## src/rtl/float_compare_pipe.sv

```systemverilog
// Pipelined IEEE-754 comparator: evaluates one of eight predicates selected per transaction.
// Latency: LATENCY cycles (1..4) from accepted input to out_valid/result/unordered.
// Backpressure: none; ce=0 freezes every stage and holds outputs, throughput 1 pair/cycle.
//
// Ports:
//   clk, rst        clock (rising edge), asynchronous active-high reset
//   ce              clock enable for all pipeline stages
//   in_valid/op/a/b input transaction: predicate select and operands {sign, exp, mant}
//   out_valid       result/unordered carry a transaction this cycle
//   result          predicate outcome
//   unordered       a or b is NaN
module float_compare_pipe #(
  parameter int EXP_W   = 8,
  parameter int MAN_W   = 23,
  parameter int LATENCY = 2
) (
  input  logic                   clk,
  input  logic                   rst,
  input  logic                   ce,
  input  logic                   in_valid,
  input  logic [2:0]             op,
  input  logic [EXP_W+MAN_W:0]   a,
  input  logic [EXP_W+MAN_W:0]   b,
  output logic                   out_valid,
  output logic                   result,
  output logic                   unordered
);

  localparam int W = 1 + EXP_W + MAN_W;
  // Registers after the compare stage. LATENCY=1 puts everything before one register.
  localparam int NOUT = (LATENCY == 1) ? 1 : LATENCY - 1;

  if (LATENCY < 1 || LATENCY > 4) begin : g_lat_check
    $error("float_compare_pipe: LATENCY must be in 1..4");
  end

  localparam logic [2:0] OP_LT = 3'd0;
  localparam logic [2:0] OP_LE = 3'd1;
  localparam logic [2:0] OP_EQ = 3'd2;
  localparam logic [2:0] OP_GT = 3'd3;
  localparam logic [2:0] OP_GE = 3'd4;
  localparam logic [2:0] OP_NE = 3'd5;
  localparam logic [2:0] OP_UN = 3'd6;

  function automatic logic is_nan(input logic [W-1:0] x);
    return (&x[W-2:MAN_W]) && (|x[MAN_W-1:0]);
  endfunction

  function automatic logic is_zero(input logic [W-1:0] x);
    return ~|x[W-2:0];
  endfunction

  // Sign-magnitude to monotonic unsigned: positives get the top bit set,
  // negatives are inverted so larger magnitude sorts lower.
  function automatic logic [W-1:0] ord_key(input logic [W-1:0] x);
    return x[W-1] ? ~x : {1'b1, x[W-2:0]};
  endfunction

  // ---------------- stage 1: classify and form keys ----------------
  logic         c_un, c_bz;
  logic [W-1:0] c_ka, c_kb;

  assign c_un = is_nan(a) | is_nan(b);
  assign c_bz = is_zero(a) & is_zero(b);
  assign c_ka = ord_key(a);
  assign c_kb = ord_key(b);

  logic         s_vld, s_un, s_bz;
  logic [2:0]   s_op;
  logic [W-1:0] s_ka, s_kb;

  if (LATENCY == 1) begin : g_s1_comb
    assign s_vld = in_valid;
    assign s_op  = op;
    assign s_un  = c_un;
    assign s_bz  = c_bz;
    assign s_ka  = c_ka;
    assign s_kb  = c_kb;
  end else begin : g_s1_reg
    always_ff @(posedge clk or posedge rst) begin
      if (rst) begin
        s_vld <= 1'b0;
        s_op  <= '0;
        s_un  <= 1'b0;
        s_bz  <= 1'b0;
        s_ka  <= '0;
        s_kb  <= '0;
      end else if (ce) begin
        s_vld <= in_valid;
        s_op  <= op;
        s_un  <= c_un;
        s_bz  <= c_bz;
        s_ka  <= c_ka;
        s_kb  <= c_kb;
      end
    end
  end

  // ---------------- stage 2: magnitude compare and predicate ----------------
  logic k_eq, k_lt, k_gt, ordered, c_res;

  always_comb begin
    // +0 and -0 have different keys but must compare equal.
    k_eq    = s_bz | (s_ka == s_kb);
    k_lt    = ~s_bz & (s_ka < s_kb);
    k_gt    = ~s_bz & (s_ka > s_kb);
    ordered = ~s_un;
    c_res   = 1'b0;
    case (s_op)
      OP_LT:   c_res = ordered & k_lt;
      OP_LE:   c_res = ordered & (k_lt | k_eq);
      OP_EQ:   c_res = ordered & k_eq;
      OP_GT:   c_res = ordered & k_gt;
      OP_GE:   c_res = ordered & (k_gt | k_eq);
      OP_NE:   c_res = s_un | ~k_eq;
      OP_UN:   c_res = s_un;
      default: c_res = ordered;
    endcase
  end

  // ---------------- output register chain ----------------
  logic [NOUT-1:0] p_vld, p_res, p_un;

  always_ff @(posedge clk or posedge rst) begin
    if (rst) begin
      p_vld <= '0;
      p_res <= '0;
      p_un  <= '0;
    end else if (ce) begin
      p_vld[0] <= s_vld;
      p_res[0] <= c_res;
      p_un[0]  <= s_un;
      for (int i = 1; i < NOUT; i++) begin
        p_vld[i] <= p_vld[i-1];
        p_res[i] <= p_res[i-1];
        p_un[i]  <= p_un[i-1];
      end
    end
  end

  assign out_valid = p_vld[NOUT-1];
  assign result    = p_res[NOUT-1];
  assign unordered = p_un[NOUT-1];

endmodule
```

## config.mk

```make
export PLATFORM = sky130hd
export DESIGN_NAME = float_compare_pipe
export DESIGN_NICKNAME = d
export VERILOG_FILES = /design/src/rtl/float_compare_pipe.sv
export SDC_FILE = /design/constraint.sdc
export NUM_CORES = 1
export LEC_CHECK = 0
export BUFFER_PORTS_ARGS = -buffer_cell sky130_fd_sc_hd__buf_4
export CAP_MARGIN = 0
export CORE_MARGIN = 2
export CORE_UTILIZATION = 50
export DETAILED_ROUTE_END_ITERATION = 12
export HOLD_SLACK_MARGIN = 0.02
export PLACE_DENSITY = 0.72
export SLEW_MARGIN = 20
export SYNTH_ARGS = -nofsm -noshare
export SYNTH_HDL_FRONTEND = slang
export SYNTH_SLANG_ARGS = --single-unit
```

## constraint.sdc

```tcl
create_clock -name clk -period 2.83 [get_ports clk]
set_clock_uncertainty 0.2 [all_clocks]
set_input_delay 0.566 -clock clk [delete_from_list [all_inputs] [get_ports clk]]
set_output_delay 0.566 -clock clk [all_outputs]
set_load 0.005 [all_outputs]
```

==> results of run 1 <==
==> how the worst max path moves through the flow <==
stage / startpoint / to / slack, ps
final: s_ka[9]$_DFFE_PP0P_ / result$_DFFE_PP0P_ / 300
after global routing: s_ka[9]$_DFFE_PP0P_ / result$_DFFE_PP0P_ / 150
after CTS: s_kb[11]$_DFFE_PP0P_ / result$_DFFE_PP0P_ / 400
after detailed placement: s_ka[19]$_DFFE_PP0P_ / result$_DFFE_PP0P_ / 430
after global placement: s_ka[11]$_DFFE_PP0P_ / result$_DFFE_PP0P_ / 470
after floorplan: rst / out_valid$_DFFE_PP0P_ / 210
==> Yosys cell counts (2+ instances only) <==
cell	count	area, µm²
nor2_1	73	274
inv_1	37	139
a21oi_1	79	395
xnor2_1	63	552
nor3_1	5	25.0
clkbuf_1	15	56.3
nand2b_1	2	12.5
a31oi_1	4	25.0
buf_2	5	25.0
ha_1	32	400
o211ai_1	2	15.0
nor4_1	15	93.8
nand4_2	2	25.0
dfrtp_1	73	1830
nand3_1	4	20.0
nand4_1	13	81.3
buf_1	4	15.0
mux2_2	6	67.6
nand2_1	15	56.3
o21ai_0	8	40.0
==> cell families after synthesis <==
logic type	Yosys count
AOI/OAI and AO/OA	101
and+or+nand+nor	136
adders and majority gates	32
muxes	7
buffers and inverters	61
DFF	73
xor gates and xnor gates	63
==> state kept, by name, summed over array words and instances, names as in the netlist <==
register   cells
s_bz           1
out_valid      1
result         1
s_op           3
s_un           1
unordered      1
s_kb          32
s_ka          32
s_vld          1
==> metal layers <==
metal  wire length [µm]  global-route usage  up-vias
li1                   -                   -     1746
met1               4460               0.293     1730
met2               5260               0.394       81
met3                414              0.0340       10
met4                131              0.0715        0
met5                  0                   0        -
==> metrics by stage <==
step | utilization | total power (µW) | worst slack, ps
final | 0.626 | 2960 | 304
after global routing | 0.626 | 3120 | 152
after CTS | 0.626 | 2970 | 399
after detailed placement | 0.595 | 1960 | 433
after global placement | 0.595 | 1930 | 468
after floorplan | - | 1710 | 211
==> layout make-up <==
type / count / area share
multi-input cells: 339 / 0.431
repair buffers: 78 / 0.116
well taps: 105 / 0.0254
clock inverters: 5 / 0.0199
clock buffers: 11 / 0.0274
inverters: 37 / 0.0269
flip-flops and latches: 73 / 0.354
==> power groups by stage <==
stage | clock [µW] | sequential [µW] | combinational, µW
after floorplan | 0 | 1250 | 462
after global placement | 0 | 1260 | 663
after detailed placement | 0 | 1270 | 694
after CTS | 1020 | 1250 | 702
after global routing | 1060 | 1270 | 786
final | 1010 | 1250 | 698
==> results_dict.tcl, run 1 <==
set metrics [dict create \
    dp.cells 631 \
    fill_cells 714 \
    num_antenna_cells 0 \
    p_int_uw 2100 \
    postCtsHoldBufs 1 \
    critical_path.cell_chain "ha_1 > nand4_1 > nor4_1 > a2111oi_0 > a31oi_1 > mux2_2 > o211ai_1" \
    synthAdderAreaFrac 0.0934 \
    path_buf_inv 0 \
    register_area_mm2 0.00183 \
    drc 0 \
    die_area_mm2 0.00933 \
    fmax_mhz 396 \
    hold_viol 0 \
    worst_setup_path_start_kind "register" \
    tightest_slew_ps 775 \
    drt_iter0_drc 115 \
    cts.path.max_buffers 2 \
    hpwl_mm 7.55 \
    cts.repair.resized 0 \
    clk_pin_slew_ps 80 \
    synthesis.area_mm2 0.00429 \
    grt_pass1_wl_mm 17.2 \
    end_kind "register" \
    crit_slowest_cell "a2111oi_0" \
    crit_family "compound AO/OA/AOI/OAI gates" \
    powerDensity_mw_per_mm2 573 \
    setup-violations-final 0 \
    place_congestion 0.856 \
    first_pass_iters 4 \
    die_h_um 96.6 \
    slowest_delay_ps 630 \
    placementRows 33 \
    status "completed" \
    h-tree-depth 3 \
    relSlewSlack 0.478 \
    drt-total-wl_mm 10.3 \
    grt_usage 0.227 \
    synth_xor_xnor_area_share 0.129 \
    cts_made_buffers 9 \
    ys_ff_latch 73 \
    syn_nets 576 \
    synth_compound_area_frac 0.128 \
    yosys.area_share.simple 0.151 \
    ys_warn_count 0 \
    crit_required_ps 2900 \
    drive_gt1_frac 0.190 \
    cp_max_fo 3 \
    area_growth_pct 20.5 \
    min_to "s_vld$_DFFE_PP0P_" \
    synthFlopType "dfrtp_1" \
    avgSynthCellArea_um2 9.07 \
    hold_class "input pin to register" \
    setup_tns_ps 0 \
    fin_area_mm2 0.00517 \
    power_switching_uw 858 \
    core_area_mm2 0.00826 \
    wire_per_inst_um 15.8 \
    synth_cells 473 \
    min_period_ps 2530 \
    synth_cell_types 36 \
    die_width_um 96.6 \
    critPathArrivalTime_ps 2600 \
    final_cell_mix "a21oi_1, buf_4, nor2_1, dfrtp_1, xnor2_1" \
    comb_power_share 0.236 \
    async_flop_share 1.00 \
    viasPerCell 5.50 \
    ys_seq_area_frac 0.426 \
    detail-route-antenna-nets 0 \
    yosys-mux-area-fraction 0.0181 \
    grt_overflow 0 \
    post-route-period-util 0.893 \
    worstReg2RegStart "s_ka[9]$_DFFE_PP0P_" \
    final_max_slew_viol_count 0 \
    p_seq_frac 0.422 \
    path_depth 7 \
    grt_start_max_net_pins 71 \
    grt_pass1_vias 3574 \
    max_cap_violations 0 \
    synth_edf_count 0 \
    criticalPathCategory "register to register" \
    clock_sinks 73 \
    r2r_cells 7 \
    antenna_found_initial 0 \
    multi_input_area_mm2 0.00223 \
    stdcell_count 648 \
    clock_latency_ps 360 \
    start_util 0.519 \
    rsz0062_at_grt "false" \
    fin_nets 641 \
    swShare 0.290 \
    vias 3567 \
    min_path_cells 2 \
    clock-root-buffer "clkbuf_8" \
    synth_top_family_by_area "simple AND/OR/NAND/NOR gates" \
    place_area_mm2 0.00491 \
    reg2reg_slack_ps 300 \
    p_leak_uw 0.00229 \
    min_from "in_valid" \
    cts_setup_buffers 0 \
    power_frac_clock 0.342 \
    io_buffers 73 \
    irDropWorstVdd_mv 0.333 \
    final_common_cell "a21oi_1" \
    io_pins 74 \
    whs_ps 238 \
    r2r_end "result$_DFFE_PP0P_" \
    cts_tree "yes" \
]
Power figures use the tool's default switching activity.
==> run 2, diff against run 1 <==
- GPL_ROUTABILITY_DRIVEN: not set -> 0
- clock period: 2.83 -> 3 ns (I/O delays scaled with it)
==> run 2 against run 1 <==
  * Maximum frequency is 2.3% higher
  * Sequential power is 6% lower
  * Sequential cell count stayed put
  * Worst hold slack worse by 140 ps
  * Routed wire length is 7.0% lower
  * Core utilization is 0.21 points lower
  * Global-route usage is 1.2 points lower
  * Worst setup slack better by 230 ps
  * Cell area is 0.34% lower
  * Count of clock-buffer cells in the layout stayed put
==> results_dict.tcl, run 2 (same netlist as run 1, synthesis figures left out) <==
set metrics [dict create \
    die_h_um 96.6 \
    pre_cts_slack_ps 589 \
    met2_usage 0.349 \
    cp-endpoint "result$_DFFE_PP0P_" \
    die_area_mm2 0.00933 \
    grt_usage 0.215 \
    busiest_layer "met2" \
    min_period_ps 2470 \
    use_met1 0.292 \
    slowest_delay_ps 430 \
    tightest_slew_ps 797 \
    critical_path.cell_chain "inv_1 > ha_1 > nand4_1 > nor4_1 > a21oi_1 > or3_1 > a41oi_2 > o211ai_1" \
    worst_setup_path_start_kind "register" \
    criticalPathCategory "register to register" \
    crit_required_ps 3030 \
    viasPerCell 5.42 \
    hpwl_mm 7.07 \
    hold_viol 0 \
    reg2reg_slack_ps 530 \
    cts.repair.resized 0 \
    drt-total-wl_mm 9.55 \
    detail-route-antenna-nets 0 \
    io_buffers 73 \
    crit_family "simple AND/OR/NAND/NOR gates" \
    clk_pin_slew_ps 80 \
    relSlewSlack 0.468 \
    grt_pass1_vias 3464 \
    num_antenna_cells 0 \
    startpoint "s_kb[11]$_DFFE_PP0P_" \
    grt_start_max_net_pins 87 \
    power_uw 2770 \
    register_area_mm2 0.00183 \
    final_cell_mix "a21oi_1, buf_4, nor2_1, dfrtp_1, xnor2_1" \
    grt_pass1_wl_mm 16.5 \
    vias 3504 \
    core_area_mm2 0.00826 \
    cts_tree "yes" \
    top_regs "s_ka (32), s_kb (32), s_op (3)" \
    clock_latency_ps 360 \
    setup-violations-final 0 \
    finalWorstSetupSlack_ps 530 \
    drive_gt1_frac 0.189 \
    postCtsHoldBufs 0 \
    cts_setup_buffers 0 \
    r2r_end "result$_DFFE_PP0P_" \
    cts_made_buffers 9 \
    use_met3 0.0484 \
    fmax_mhz 405 \
    wire_per_inst_um 14.8 \
    irDropWorstVdd_mv 0.268 \
    final_max_slew_viol_count 0 \
    drt_iter0_drc 223 \
    multi_input_area_mm2 0.00223 \
    drc 0 \
    path_buf_inv 1 \
    end_kind "register" \
    area_growth_pct 20.1 \
    start_util 0.519 \
    cp_max_fo 3 \
    p_leak_uw 0.00228 \
    first_pass_iters 4 \
    rsz0062_at_grt "false" \
    critPathArrivalTime_ps 2500 \
    post-route-period-util 0.823 \
    final_common_cell "a21oi_1" \
    placementRows 33 \
    clock_sinks 73 \
    path_depth 8 \
    grt_overflow 0 \
    max_cap_violations 0 \
    powerDensity_mw_per_mm2 538 \
    antenna_found_initial 0 \
    hold_class "input pin to async pin" \
    clock-root-buffer "clkbuf_8" \
    final_core_util 0.624 \
    r2r_cells 8 \
    die_width_um 96.6 \
    crit_slowest_cell "nor4_1" \
    cts.path.max_buffers 2 \
    fill_cells 715 \
    setup_tns_ps 0 \
    fin_nets 639 \
    worstReg2RegStart "s_kb[11]$_DFFE_PP0P_" \
    io_pins 74 \
    status "completed" \
    h-tree-depth 3 \
]
==> run 2: worst min path at each step <==
stage / from / cells past startpoint / to
global placement: s_vld$_DFFE_PP0P_ / 1 / out_valid$_DFFE_PP0P_
finish: rst / 2 / s_ka[5]$_DFFE_PP0P_
CTS: rst / 2 / s_kb[3]$_DFFE_PP0P_
floorplan: s_vld$_DFFE_PP0P_ / 1 / s_vld$_DFFE_PP0P_
global route: rst / 2 / s_ka[5]$_DFFE_PP0P_
detailed placement: unordered$_DFFE_PP0P_ / 1 / unordered$_DFFE_PP0P_
==> run 2: final cells by class <==
cell class              count  share of cell area
repair buffers             76               0.113
clock inverters             5              0.0199
well taps                 105              0.0255
multi-input cells         339               0.432
flip-flops and latches     73               0.355
inverters                  37              0.0270
clock buffers              11              0.0275
==> run 2: report_power, final <==
group          total [µW]  internal (µW)  leakage (µW)  switching, µW
Combinational         639            303       0.00134            335
Clock                 955            574      0.000120            381
Sequential           1180           1100      0.000823           76.8
==> run 2: layer usage <==
| layer | wire length [µm] | up-vias | share of wire |
|---|---|---|---|
| li1 | - | 1743 | - |
| met1 | 4380 | 1675 | 0.46 |
| met2 | 4640 | 77 | 0.49 |
| met3 | 405 | 9 | 0.042 |
| met4 | 122 | 0 | 0.013 |
| met5 | 0 | - | 0 |
==> run 2: through the flow <==
| step | hold slack, ps | area, µm² | instances |
|---|---|---|---|
| floorplan | 275 | 4290 | 473 |
| CTS | 107 | 5150 | 646 |
| global placement | 281 | 4910 | 630 |
| global route | 140 | 5150 | 646 |
| detailed placement | 301 | 4910 | 630 |
| finish | 93.7 | 5150 | 646 |
